==> src/rtl/mac_pe_if.sv <==
// Operand/forward/result bundle for one systolic MAC processing element.
// slave = the PE's view; master = the driver/consumer's view.
interface mac_pe_if #(
  parameter int DATA_W = 16,
  parameter int ACC_W  = 32
);
  logic                     in_valid;
  logic                     in_ready;
  logic signed [DATA_W-1:0] a_in;
  logic signed [DATA_W-1:0] b_in;
  logic                     first_in;
  logic                     last_in;
  logic signed [DATA_W-1:0] a_out;
  logic signed [DATA_W-1:0] b_out;
  logic                     first_out;
  logic                     last_out;
  logic                     fwd_valid;
  logic signed [ACC_W-1:0]  res_data;
  logic                     res_sat;
  logic                     res_valid;
  logic                     res_ready;

  modport slave (
    input  in_valid, a_in, b_in, first_in, last_in, res_ready,
    output in_ready, a_out, b_out, first_out, last_out, fwd_valid,
           res_data, res_sat, res_valid
  );

  modport master (
    output in_valid, a_in, b_in, first_in, last_in, res_ready,
    input  in_ready, a_out, b_out, first_out, last_out, fwd_valid,
           res_data, res_sat, res_valid
  );
endinterface

==> src/rtl/mac_pe.sv <==
// Two-stage signed multiply-accumulate PE with operand forwarding and a held result.
// Define MAC_PE_SAT_EN for a saturating accumulate with a sticky res_sat flag.
module mac_pe #(
  parameter int DATA_W = 16,
  parameter int ACC_W  = 32
) (
  input  logic   clk,
  input  logic   rst_n,
  mac_pe_if.slave bus
);
  logic                       adv;
  logic                       accept;
  logic signed [2*DATA_W-1:0] prod;
  logic                       s1_v;
  logic                       s1_first;
  logic                       s1_last;
  logic signed [ACC_W-1:0]    acc;
  logic signed [ACC_W-1:0]    p;
  logic signed [ACC_W-1:0]    base;
  logic signed [ACC_W-1:0]    sum;
  logic signed [ACC_W-1:0]    acc_next;
  logic                       sticky_next;

  // A held, unconsumed result freezes the whole PE.
  assign adv          = !bus.res_valid || bus.res_ready;
  assign accept       = bus.in_valid && adv;
  assign bus.in_ready = adv;

`ifdef MAC_PE_SAT_EN
  localparam logic signed [ACC_W-1:0] ACC_MAX = {1'b0, {(ACC_W-1){1'b1}}};
  localparam logic signed [ACC_W-1:0] ACC_MIN = {1'b1, {(ACC_W-1){1'b0}}};
  logic sticky;
  logic ovf;

  always_comb begin
    p           = prod;
    base        = s1_first ? '0 : acc;
    sum         = base + p;
    ovf         = (base[ACC_W-1] == p[ACC_W-1]) && (sum[ACC_W-1] != p[ACC_W-1]);
    acc_next    = sum;
    sticky_next = s1_first ? 1'b0 : sticky;
    if (ovf) begin
      acc_next    = p[ACC_W-1] ? ACC_MIN : ACC_MAX;
      sticky_next = 1'b1;
    end
  end

  always_ff @(posedge clk or negedge rst_n) begin
    if (!rst_n) begin
      sticky <= 1'b0;
    end else if (adv && s1_v) begin
      sticky <= sticky_next;
    end
  end
`else
  always_comb begin
    p           = prod;
    base        = s1_first ? '0 : acc;
    sum         = base + p;
    acc_next    = sum;
    sticky_next = 1'b0;
  end
`endif

  always_ff @(posedge clk or negedge rst_n) begin
    if (!rst_n) begin
      prod     <= '0;
      s1_v     <= 1'b0;
      s1_first <= 1'b0;
      s1_last  <= 1'b0;
    end else if (adv) begin
      s1_v <= accept;
      if (accept) begin
        prod     <= bus.a_in * bus.b_in;
        s1_first <= bus.first_in;
        s1_last  <= bus.last_in;
      end
    end
  end

  always_ff @(posedge clk or negedge rst_n) begin
    if (!rst_n) begin
      acc           <= '0;
      bus.res_data  <= '0;
      bus.res_sat   <= 1'b0;
      bus.res_valid <= 1'b0;
    end else begin
      if (adv && s1_v) begin
        acc <= acc_next;
      end
      if (adv && s1_v && s1_last) begin
        bus.res_data  <= acc_next;
        bus.res_sat   <= sticky_next;
        bus.res_valid <= 1'b1;
      end else if (bus.res_ready) begin
        bus.res_valid <= 1'b0;
      end
    end
  end

  always_ff @(posedge clk or negedge rst_n) begin
    if (!rst_n) begin
      bus.a_out     <= '0;
      bus.b_out     <= '0;
      bus.first_out <= 1'b0;
      bus.last_out  <= 1'b0;
      bus.fwd_valid <= 1'b0;
    end else begin
      bus.fwd_valid <= adv && accept;
      if (accept) begin
        bus.a_out     <= bus.a_in;
        bus.b_out     <= bus.b_in;
        bus.first_out <= bus.first_in;
        bus.last_out  <= bus.last_in;
      end
    end
  end
endmodule

==> src/flat_wrapper.sv <==
// flat-port wrapper written by rule: the top's interface ports become plain ports
module mac_pe_flat 
#(
  parameter int DATA_W = 16,
  parameter int ACC_W  = 32
)
  (clk, rst_n, bus_in_valid, bus_a_in, bus_b_in, bus_first_in, bus_last_in, bus_res_ready, bus_in_ready, bus_a_out, bus_b_out, bus_first_out, bus_last_out, bus_fwd_valid, bus_res_data, bus_res_sat, bus_res_valid);
  mac_pe_if #(.DATA_W(DATA_W), .ACC_W(ACC_W)) bus_i ();
  input  logic clk;
  input  logic rst_n;
  input wire logic [$bits(bus_i.in_valid)-1:0] bus_in_valid;
  input wire logic [$bits(bus_i.a_in)-1:0] bus_a_in;
  input wire logic [$bits(bus_i.b_in)-1:0] bus_b_in;
  input wire logic [$bits(bus_i.first_in)-1:0] bus_first_in;
  input wire logic [$bits(bus_i.last_in)-1:0] bus_last_in;
  input wire logic [$bits(bus_i.res_ready)-1:0] bus_res_ready;
  output wire logic [$bits(bus_i.in_ready)-1:0] bus_in_ready;
  output wire logic [$bits(bus_i.a_out)-1:0] bus_a_out;
  output wire logic [$bits(bus_i.b_out)-1:0] bus_b_out;
  output wire logic [$bits(bus_i.first_out)-1:0] bus_first_out;
  output wire logic [$bits(bus_i.last_out)-1:0] bus_last_out;
  output wire logic [$bits(bus_i.fwd_valid)-1:0] bus_fwd_valid;
  output wire logic [$bits(bus_i.res_data)-1:0] bus_res_data;
  output wire logic [$bits(bus_i.res_sat)-1:0] bus_res_sat;
  output wire logic [$bits(bus_i.res_valid)-1:0] bus_res_valid;
  assign bus_i.in_valid = bus_in_valid;
  assign bus_i.a_in = bus_a_in;
  assign bus_i.b_in = bus_b_in;
  assign bus_i.first_in = bus_first_in;
  assign bus_i.last_in = bus_last_in;
  assign bus_i.res_ready = bus_res_ready;
  assign bus_in_ready = bus_i.in_ready;
  assign bus_a_out = bus_i.a_out;
  assign bus_b_out = bus_i.b_out;
  assign bus_first_out = bus_i.first_out;
  assign bus_last_out = bus_i.last_out;
  assign bus_fwd_valid = bus_i.fwd_valid;
  assign bus_res_data = bus_i.res_data;
  assign bus_res_sat = bus_i.res_sat;
  assign bus_res_valid = bus_i.res_valid;
  mac_pe #(.DATA_W(DATA_W), .ACC_W(ACC_W)) u_core (.clk(clk), .rst_n(rst_n), .bus(bus_i));
endmodule
==> config.mk <==
export PLATFORM = sky130hd
export DESIGN_NAME = mac_pe_flat
export DESIGN_NICKNAME = d
export VERILOG_FILES = /design/src/rtl/mac_pe_if.sv /design/src/rtl/mac_pe.sv /design/src/flat_wrapper.sv
export SDC_FILE = /design/constraint.sdc
export NUM_CORES = 1
export LEC_CHECK = 0
export BUFFER_PORTS_ARGS = -buffer_cell sky130_fd_sc_hd__buf_2
export CORE_MARGIN = 3
export CORE_UTILIZATION = 40
export CTS_CLUSTER_DIAMETER = 80
export DETAILED_ROUTE_END_ITERATION = 10
export PLACE_DENSITY_LB_ADDON = 0.08
export SYNTH_ARGS = -nofsm -noshare
export SYNTH_HDL_FRONTEND = slang
export SYNTH_SLANG_ARGS = --single-unit
==> constraint.sdc <==
create_clock -name clk -period 5.65 [get_ports clk]
set_input_delay 1.13 -clock clk [delete_from_list [all_inputs] [get_ports clk]]
set_output_delay 1.13 -clock clk [all_outputs]
set_load 0.005 [all_outputs]
==> flow_summary.ini, run 1 <==
[yosys]
avgSynthCellArea_um2 = 9.89
ys_ff_latch = 133
synth.distinct_cells = 56
synthesis.nets = 2067
syn_inst = 1653
ys_seq_area_frac = 0.203
synth-edff-count = 0
ys.flop_type = dfrtp_1
async_flop_share = 1.00
ys_warn_count = 0
syn-cell-area_um2 = 16400

[critical_path]
worstPathArrival_ps = 6660
cp.required_ps = 5960
endpoint_kind = register
crit_type = in2reg
cp-start-kind = input port
crit_path_max_fanout = 7

[status]
status = complete, but fails checks
violations = setup timing

[detailed_routing]
dr.pass1.iters = 4
met2_wirelength_um = 17100
via_per_inst = 4.68
vias = 11548
avgRoutedWirePerCell_um = 15.6
dr_wl_met3_um = 1390
wirelength_met1_um = 19600
ant_nets = 0
drc_errors = 0
drt_iter0_markers = 419
dr.max_layer_used = met4
totalWireLength_um = 38600

[timing]
rsz0062_at_grt = true
period_needed_ps = 6360
finalSetupViolCount = 18
worstMarginPinSlew_ps = 861
worst_slack_ps = -706
fin_crit_sh = 1.12
skew_ps = 12.6
hold_viol_final = 0
relSlewSlack = 0.426
max_freq_ghz = 0.157
slew_viol_final = 0

[clocking]
clk_path_buf_depth = 2
cts_buffers = 17
path_clk_slew_ps = 60
clk_latency_ps = 430
htree_levels = 4
cts_root_buf = clkbuf_16
clkSinkCount = 133
cts_tree = done

[cells_and_area]
final_cell_count_no_fill = 2468
final_layout_size_suffix_gt1_frac = 0.278
antenna_cells = 0
syn2layout_area_growth_pct = 23.0
fill_cells = 3778
fin_area_um2 = 20100
nets = 2344

[global_routing]
antenna_found_initial = 0
grt_pass1_wl_um = 65100
grt_max_degree = 91
track_usage = 0.185
grt_pass1_vias = 12384
overflow = 0

[place]
dp_hpwl_um = 32600
portBuffers = 106
dpl.cell_count = 2424
placed_area_um2 = 19000
gp_congestion = 0.846

[floorplan]
start_util = 0.408
die_x_um = 208
die_h_um = 208
core_um2 = 40100
die_area_um2 = 43400
pin_count = 108
fp-row-count = 73

[job]
cap_viol_max_count = 0

[worst_hold_path]
hold_class = reg2reg
sequential cells by signal (all words and copies together), names as in the netlist:
| register | cells |
|---|---|
| u_core.p | 32 |
| u_core.bus.res_data | 32 |
| u_core.bus.a_out | 16 |
| u_core.s1_v | 1 |
| u_core.bus.fwd_valid | 1 |
| u_core.bus.res_valid | 1 |
| u_core.bus.first_out | 1 |
| u_core.bus.b_out | 16 |
| u_core.acc | 32 |
| u_core.bus.last_out | 1 |
placed cells by master (no fill, tap or decap), types with 8 or more instances in the layout:
| cell | count |
|---|---|
| inv_2 | 12 |
| ha_4 | 13 |
| nor2b_1 | 38 |
| clkbuf_16 | 17 |
| mux2_2 | 91 |
| dfrtp_1 | 133 |
| a21o_1 | 30 |
| buf_6 | 28 |
| buf_4 | 188 |
| xnor2_1 | 44 |
| o21ai_0 | 44 |
| a21oi_2 | 16 |
| and2_4 | 14 |
| o21a_1 | 8 |
| nand3_1 | 10 |
| inv_1 | 312 |
| a21oi_1 | 26 |
| xor2_1 | 17 |
| buf_2 | 84 |
| fa_2 | 13 |
| ha_1 | 99 |
| o21ai_1 | 12 |
| nor2_1 | 36 |
| nand2b_1 | 12 |
| fa_1 | 250 |
| nand2_1 | 175 |
| and2_1 | 109 |
cell type report:
type,instances,area [µm²],share of cell area
tap,525,657,0.0327
sequential,133,3330,0.165
clock inverter,13,123,0.00610
multi-input combinational,1140,12000,0.598
clock buffer,19,443,0.0220
timing repair buffer,313,2320,0.115
inverter,325,1220,0.0607
final timing paths:
kind / to / from / cells after the start / slack (ps)
worst min-delay path: u_core.bus.res_data[2]$_DFFE_PN0P_ / u_core.bus.res_data[2]$_DFFE_PN0P_ / 2 / 480
worst max-delay path: u_core.p[31]$_DFFE_PN0P_ / bus_b_in[4] / 23 / -710
worst max register to register: u_core.acc[30]$_DFFE_PN0P_ / u_core.bus.first_out$_DFFE_PN0P_ / 14 / 2030
worst min register to register: u_core.bus.res_data[2]$_DFFE_PN0P_ / u_core.bus.res_data[2]$_DFFE_PN0P_ / 2 / 480
max in group asynchronous: u_core.p[26]$_DFFE_PN0P_ / rst_n / 2 / 3800
min in group asynchronous: u_core.bus.res_data[4]$_DFFE_PN0P_ / rst_n / 1 / 770
worst max-delay path, cell delays in order:
cell	delay, ps
buf_12	110
and2_4	150
fa_1	530
inv_1	50
fa_1	460
fa_1	530
inv_2	40
fa_1	480
fa_1	490
inv_1	50
fa_1	480
inv_2	50
ha_4	210
a21o_1	150
a21o_1	180
a221oi_2	330
o31ai_4	150
a21oi_2	220
o21ai_2	80
or4_1	410
a31oi_2	180
xnor2_1	140
o21ai_1	70
Yosys cell counts (2+ instances only):
cell         n  share of area
o21bai_1     7         0.0032
nand4_1      3         0.0011
o2111ai_2    2         0.0018
o31ai_1      5         0.0023
o21ai_2      3         0.0016
dfrtp_1    133           0.20
nand2b_1    12         0.0046
a2111o_1     2         0.0014
inv_1      324          0.074
a21o_1      30          0.014
nor2_1      37         0.0085
or4_1        2        0.00092
a21oi_1     40          0.012
xnor2_1     46          0.025
o21ai_1      5         0.0015
and3_1       4         0.0015
xor2_1      17         0.0091
a21oi_2      3         0.0016
a21boi_0     2        0.00092
and2_1     123          0.047
a221o_1      2         0.0012
nand2_1    181          0.042
o21a_1       8         0.0037
a211oi_1     5         0.0023
or2_2        2        0.00076
nor2b_1     39          0.015
mux2_2      91          0.063
ha_1       113          0.086
clkbuf_1    52          0.012
nand3_1     12         0.0037
a31oi_1      6         0.0023
o21ai_0     54          0.017
o2111ai_1    2         0.0011
fa_1       263           0.32
nor3_1       2        0.00061
what timing repair did:
item                       4_1_cts  5_1_grt
setup endpoints to repair       19       21
hold buffers                     0        0
pin swaps                       26       25
gates cloned                     0        0
resized for setup               59       82
buffers inserted                 6        7
cells by family after synthesis:
group | count (synthesis) | synth area share
other | 1 | 0.000229
AO/OA/AOI/OAI | 188 | 0.0767
AND/OR/NAND/NOR | 420 | 0.127
flip-flops | 133 | 0.203
buffers and inverters | 380 | 0.0876
adder cells (fa/ha/maj) | 376 | 0.408
XOR/XNOR | 63 | 0.0337
multiplexers | 92 | 0.0633
stage by stage:
step                      setup slack [ps]  hold slack [ps]  setup TNS, ps   util
after global routing                  -945              503         -10090  0.502
after CTS                             -708              486          -8290  0.493
after global placement               -1220              456         -17940  0.473
after detailed placement             -1250              470         -18520  0.473
after floorplan                       -946              441          -8720      -
final                                 -706              476          -6180  0.502
routing by layer:
metal / GRT usage / up-vias
met2: 0.288 / 180
li1: - / 5678
met5: 0 / -
met3: 0.0306 / 22
met1: 0.276 / 5668
met4: 0.0365 / 0
Power of run 1 is left out: the tool's default activity adds up to more than one toggle a clock period on the data nets, which glitch-free logic cannot reach.
==> run 2: changes to the inputs <==
--- a/config.mk
+++ b/config.mk
@@ -6,6 +6,8 @@
 export NUM_CORES = 1
 export LEC_CHECK = 0
 export BUFFER_PORTS_ARGS = -buffer_cell sky130_fd_sc_hd__buf_2
+export CELL_PAD_IN_SITES_DETAIL_PLACEMENT = 1
+export CELL_PAD_IN_SITES_GLOBAL_PLACEMENT = 2
 export CORE_MARGIN = 3
 export CORE_UTILIZATION = 40
 export CTS_CLUSTER_DIAMETER = 80
==> flow_summary.ini, run 2 (synthesis gave the netlist of run 1 again) <==
[floorplan]
fp-row-count = 73
die_area_um2 = 43400
die_h_um = 208
core_um2 = 40100
start_util = 0.408
die_x_um = 208
pin_count = 108

[detailed_routing]
vias = 11983
drt_iter0_markers = 460
ant_nets = 0
avgRoutedWirePerCell_um = 18.4
dr.pass1.iters = 4
wirelength_met1_um = 21800
via_per_inst = 4.88
dr_wl_met3_um = 1230
dr.max_layer_used = met4
met2_wirelength_um = 21700
totalWireLength_um = 45100
drc_errors = 0

[critical_path]
crit_type = in2reg
crit_path_max_fanout = 11
cp.required_ps = 5950
r2r_start = u_core.bus.first_out$_DFFE_PN0P_
cp-start-kind = input port
worstPathArrival_ps = 6670
endpoint_kind = register
crit_path_start = bus_b_in[4]

[clocking]
cts_buffers = 17
clk_path_buf_depth = 2
clk_latency_ps = 460
htree_levels = 4
path_clk_slew_ps = 60
clkSinkCount = 133
cts_root_buf = clkbuf_16
cts_tree = done

[place]
gp_congestion = 0.847
portBuffers = 106
dpl.cell_count = 2408
dp_hpwl_um = 37800

[global_routing]
grt_pass1_vias = 13575
antenna_found_initial = 0
overflow = 0
grt_max_degree = 94
track_usage = 0.216
grt_pass1_wl_um = 74000

[cells_and_area]
syn2layout_area_growth_pct = 23.0
nets = 2332
final_common_cell = inv_1
final_layout_size_suffix_gt1_frac = 0.273
final_cell_count_no_fill = 2455
fill_cells = 4530
mostFrequentLayoutCells = inv_1 (314), fa_1 (246), buf_4 (181)
antenna_cells = 0

[timing]
fin_crit_sh = 1.13
worstMarginPinSlew_ps = 933
slew_viol_final = 0
finalSetupViolCount = 18
max_freq_ghz = 0.157
rsz0062_at_grt = true
skew_ps = 18.1
worst_slack_ps = -712
relSlewSlack = 0.378
period_needed_ps = 6360
hold_viol_final = 0

[job]
cap_viol_max_count = 0

[status]
status = complete, but fails checks
violations = setup timing

[worst_hold_path]
min_from = u_core.bus.res_data[27]$_DFFE_PN0P_
hold_class = reg2reg
[run 2: cell types whose count changed in the layout (fill, tap and decap cells not counted), sizes merged]
cell and change:
inv -3, clkinv -2, clkinvlp -1, bufinv +3, bufbuf +1, clkbuf -4, buf -7
[run 2: metrics by stage]
stage               setup WS [ps]  TNS, ps  area [µm²]  hold slack [ps]   util
CTS                          -740    -7500       20000              479  0.498
global placement            -1310   -18990       18800              454  0.470
detailed placement          -1400   -19990       18800              466  0.470
finish                       -712    -8050       20100              476  0.502
floorplan                    -946    -8720       16500              441      -
global route                 -935   -12010       20100              510  0.502
[run 2: path summary, 6_finish.rpt]
kind                                                             to  slack, ps  cells past startpoint
worst max-delay path                       u_core.p[31]$_DFFE_PN0P_       -710                     23
max in group asynchronous                  u_core.p[27]$_DFFE_PN0P_       3720                      2
worst max register to register           u_core.acc[30]$_DFFE_PN0P_       1680                     14
min in group asynchronous           u_core.bus.b_out[2]$_DFFE_PN0P_        760                      1
worst min-delay path            u_core.bus.res_data[27]$_DFFE_PN0P_        480                      2
worst min register to register  u_core.bus.res_data[27]$_DFFE_PN0P_        480                      2
[run 2: final cells by class]
| cell class | instances | area (µm²) | area share |
|---|---|---|---|
| repair buffers | 301 | 2280 | 0.113 |
| multi-input cells | 1140 | 12000 | 0.596 |
| well taps | 525 | 657 | 0.0327 |
| clock inverters | 10 | 170 | 0.00846 |
| clock buffers | 21 | 470 | 0.0234 |
| flip-flops and latches | 133 | 3330 | 0.165 |
| inverters | 325 | 1220 | 0.0606 |
[run 2: layer usage]
metal	vias up	track usage
li1	5638	-
met1	6171	0.303
met2	145	0.361
met3	29	0.0320
met4	0	0.0409
met5	-	0
[run 2: worst max-delay path: stages]
cell and delay [ps]:
buf_12 120, and2_4 160, fa_1 520, inv_1 50
fa_1 480, fa_1 520, inv_2 40, fa_1 490
fa_1 490, inv_1 50, fa_1 490, inv_2 50
ha_4 210, a21o_1 150, a21o_1 190, a221oi_2 300
o31ai_2 150, a21oi_2 200, o21ai_2 80, or4_1 410
a31oi_1 180, xnor2_1 140, o21ai_1 70
[run 2: repair_timing]
| action | in CTS | in global routing |
|---|---|---|
| gates resized for setup | 105 | 27 |
| setup buffers | 15 | 3 |
| pin swaps | 25 | 14 |
| endpoints found under the hold margin | 0 | 0 |
| gates cloned | 1 | 0 |
| hold buffers | 0 | 0 |
| endpoints found under the setup margin | 19 | 20 |
Power of run 2 is left out for the same reason.
==> run 3: changes to the inputs <==
--- a/config.mk
+++ b/config.mk
@@ -12,7 +12,9 @@
 export CORE_UTILIZATION = 40
 export CTS_CLUSTER_DIAMETER = 80
 export DETAILED_ROUTE_END_ITERATION = 10
+export HOLD_SLACK_MARGIN = 0.1
 export PLACE_DENSITY_LB_ADDON = 0.08
+export SKIP_LAST_GASP = 1
 export SYNTH_ARGS = -nofsm -noshare
 export SYNTH_HDL_FRONTEND = slang
 export SYNTH_SLANG_ARGS = --single-unit
==> flow_summary.ini, run 3 (synthesis gave the netlist of run 1 again) <==
[critical_path]
crit_path_start = bus_b_in[7]
rrSetupSlack_ps = 1680
r2r_start = u_core.bus.first_out$_DFFE_PN0P_
cp.required_ps = 5950
cp-start-kind = input port
crit_type = in2reg
worstPathArrival_ps = 6680
endpoint_kind = register
crit_path_max_fanout = 4

[global_routing]
overflow = 0
grt_pass1_vias = 13531
grt_max_degree = 94
track_usage = 0.215
grt_pass1_wl_um = 73800
antenna_found_initial = 0

[cells_and_area]
nets = 2332
syn2layout_area_growth_pct = 22.5
final_common_cell = inv_1
mostFrequentLayoutCells = inv_1 (318), fa_1 (249), buf_4 (184)
post-route-util = 0.500
final_layout_size_suffix_gt1_frac = 0.268
antenna_cells = 0

[timing]
max_freq_ghz = 0.157
fin_crit_sh = 1.13
skew_ps = 17.8
rsz0062_at_grt = true
slew_viol_final = 0
period_needed_ps = 6370
relSlewSlack = 0.380
finalSetupViolCount = 18
holdWs_ps = 476
worst_slack_ps = -723
worstMarginPinSlew_ps = 929
tns_ps = -8090
hold_viol_final = 0

[floorplan]
start_util = 0.408
die_h_um = 208
die_area_um2 = 43400
pin_count = 108
core_um2 = 40100
die_x_um = 208
fp-row-count = 73

[detailed_routing]
avgRoutedWirePerCell_um = 18.3
vias = 11954
drt_iter0_markers = 414
via_per_inst = 4.87
drc_errors = 0
totalWireLength_um = 44900
dr.pass1.iters = 4
ant_nets = 0

[status]
violations = setup timing
status = complete, but fails checks

[clocking]
clk_latency_ps = 460
hold_buffers = 0
clk_path_buf_depth = 2
path_clk_slew_ps = 60
clkSinkCount = 133
cts_tree = done
cts_root_buf = clkbuf_16
cts_buffers = 17
htree_levels = 4

[worst_hold_path]
min_from = u_core.bus.res_data[27]$_DFFE_PN0P_
hold_class = reg2reg

[place]
gp_congestion = 0.847
dp_hpwl_um = 37800
portBuffers = 106
pre_cts_ws_ps = -1400

[job]
cap_viol_max_count = 0
[run 3: changes by cell type in the layout (fill, tap and decap cells not counted), sizes merged]
| cell | change |
|---|---|
| clkbuf | +2 |
| buf | -2 |
[run 3: through the flow]
stage | instances | area [µm²]
2_1_floorplan | 1653 | 16500
3_3_place_gp | 2408 | 18800
3_5_place_dp | 2408 | 18800
4_1_cts | 2453 | 19900
5_1_grt | 2455 | 20000
6_report | 2455 | 20000
[run 3: worst paths after layout]
| check | to | depth (start not counted) |
|---|---|---|
| worst max-delay path | u_core.p[31]$_DFFE_PN0P_ | 24 |
| worst min-delay path | u_core.bus.res_data[27]$_DFFE_PN0P_ | 2 |
| worst max register to register | u_core.acc[30]$_DFFE_PN0P_ | 14 |
| worst min register to register | u_core.bus.res_data[27]$_DFFE_PN0P_ | 2 |
| max in group asynchronous | u_core.p[27]$_DFFE_PN0P_ | 2 |
| min in group asynchronous | u_core.bus.b_out[2]$_DFFE_PN0P_ | 1 |
[run 3: area by class of cell]
cell class / instances / area [µm²]
Inverter: 325 / 1220
Tap cell: 525 / 657
Multi-Input combinational cell: 1140 / 12000
Clock inverter: 10 / 170
Timing Repair Buffer: 301 / 2220
Fill cell: 4538 / 20100
Sequential cell: 133 / 3330
Clock buffer: 21 / 470
[run 3: per-layer routing]
metal | global-route usage | wire length (µm)
met1 | 0.302 | 21700
met2 | 0.360 | 21500
met3 | 0.0324 | 1250
met4 | 0.0400 | 449
met5 | 0 | 0
[run 3: critical path: stages]
cell and delay [ps]:
buf_4 120, nand2_2 60, fa_1 530, inv_1 50
fa_1 500, inv_1 60, fa_1 530, inv_1 60
fa_1 500, fa_1 490, inv_1 50, fa_1 490
inv_2 50, ha_4 210, a21o_1 150, a21o_1 180
a221oi_2 280, o31ai_2 150, a21oi_2 220, o21ai_2 80
or4_1 410, a31oi_1 180, xnor2_1 140, o21ai_1 70
[run 3: what timing repair did]
item                                    CTS  global route
gates cloned                              1             0
gates resized for setup                  90            25
endpoints found under the setup margin   19            20
pin swaps                                24            17
buffers inserted                         15             2
Power of run 3 is left out for the same reason.
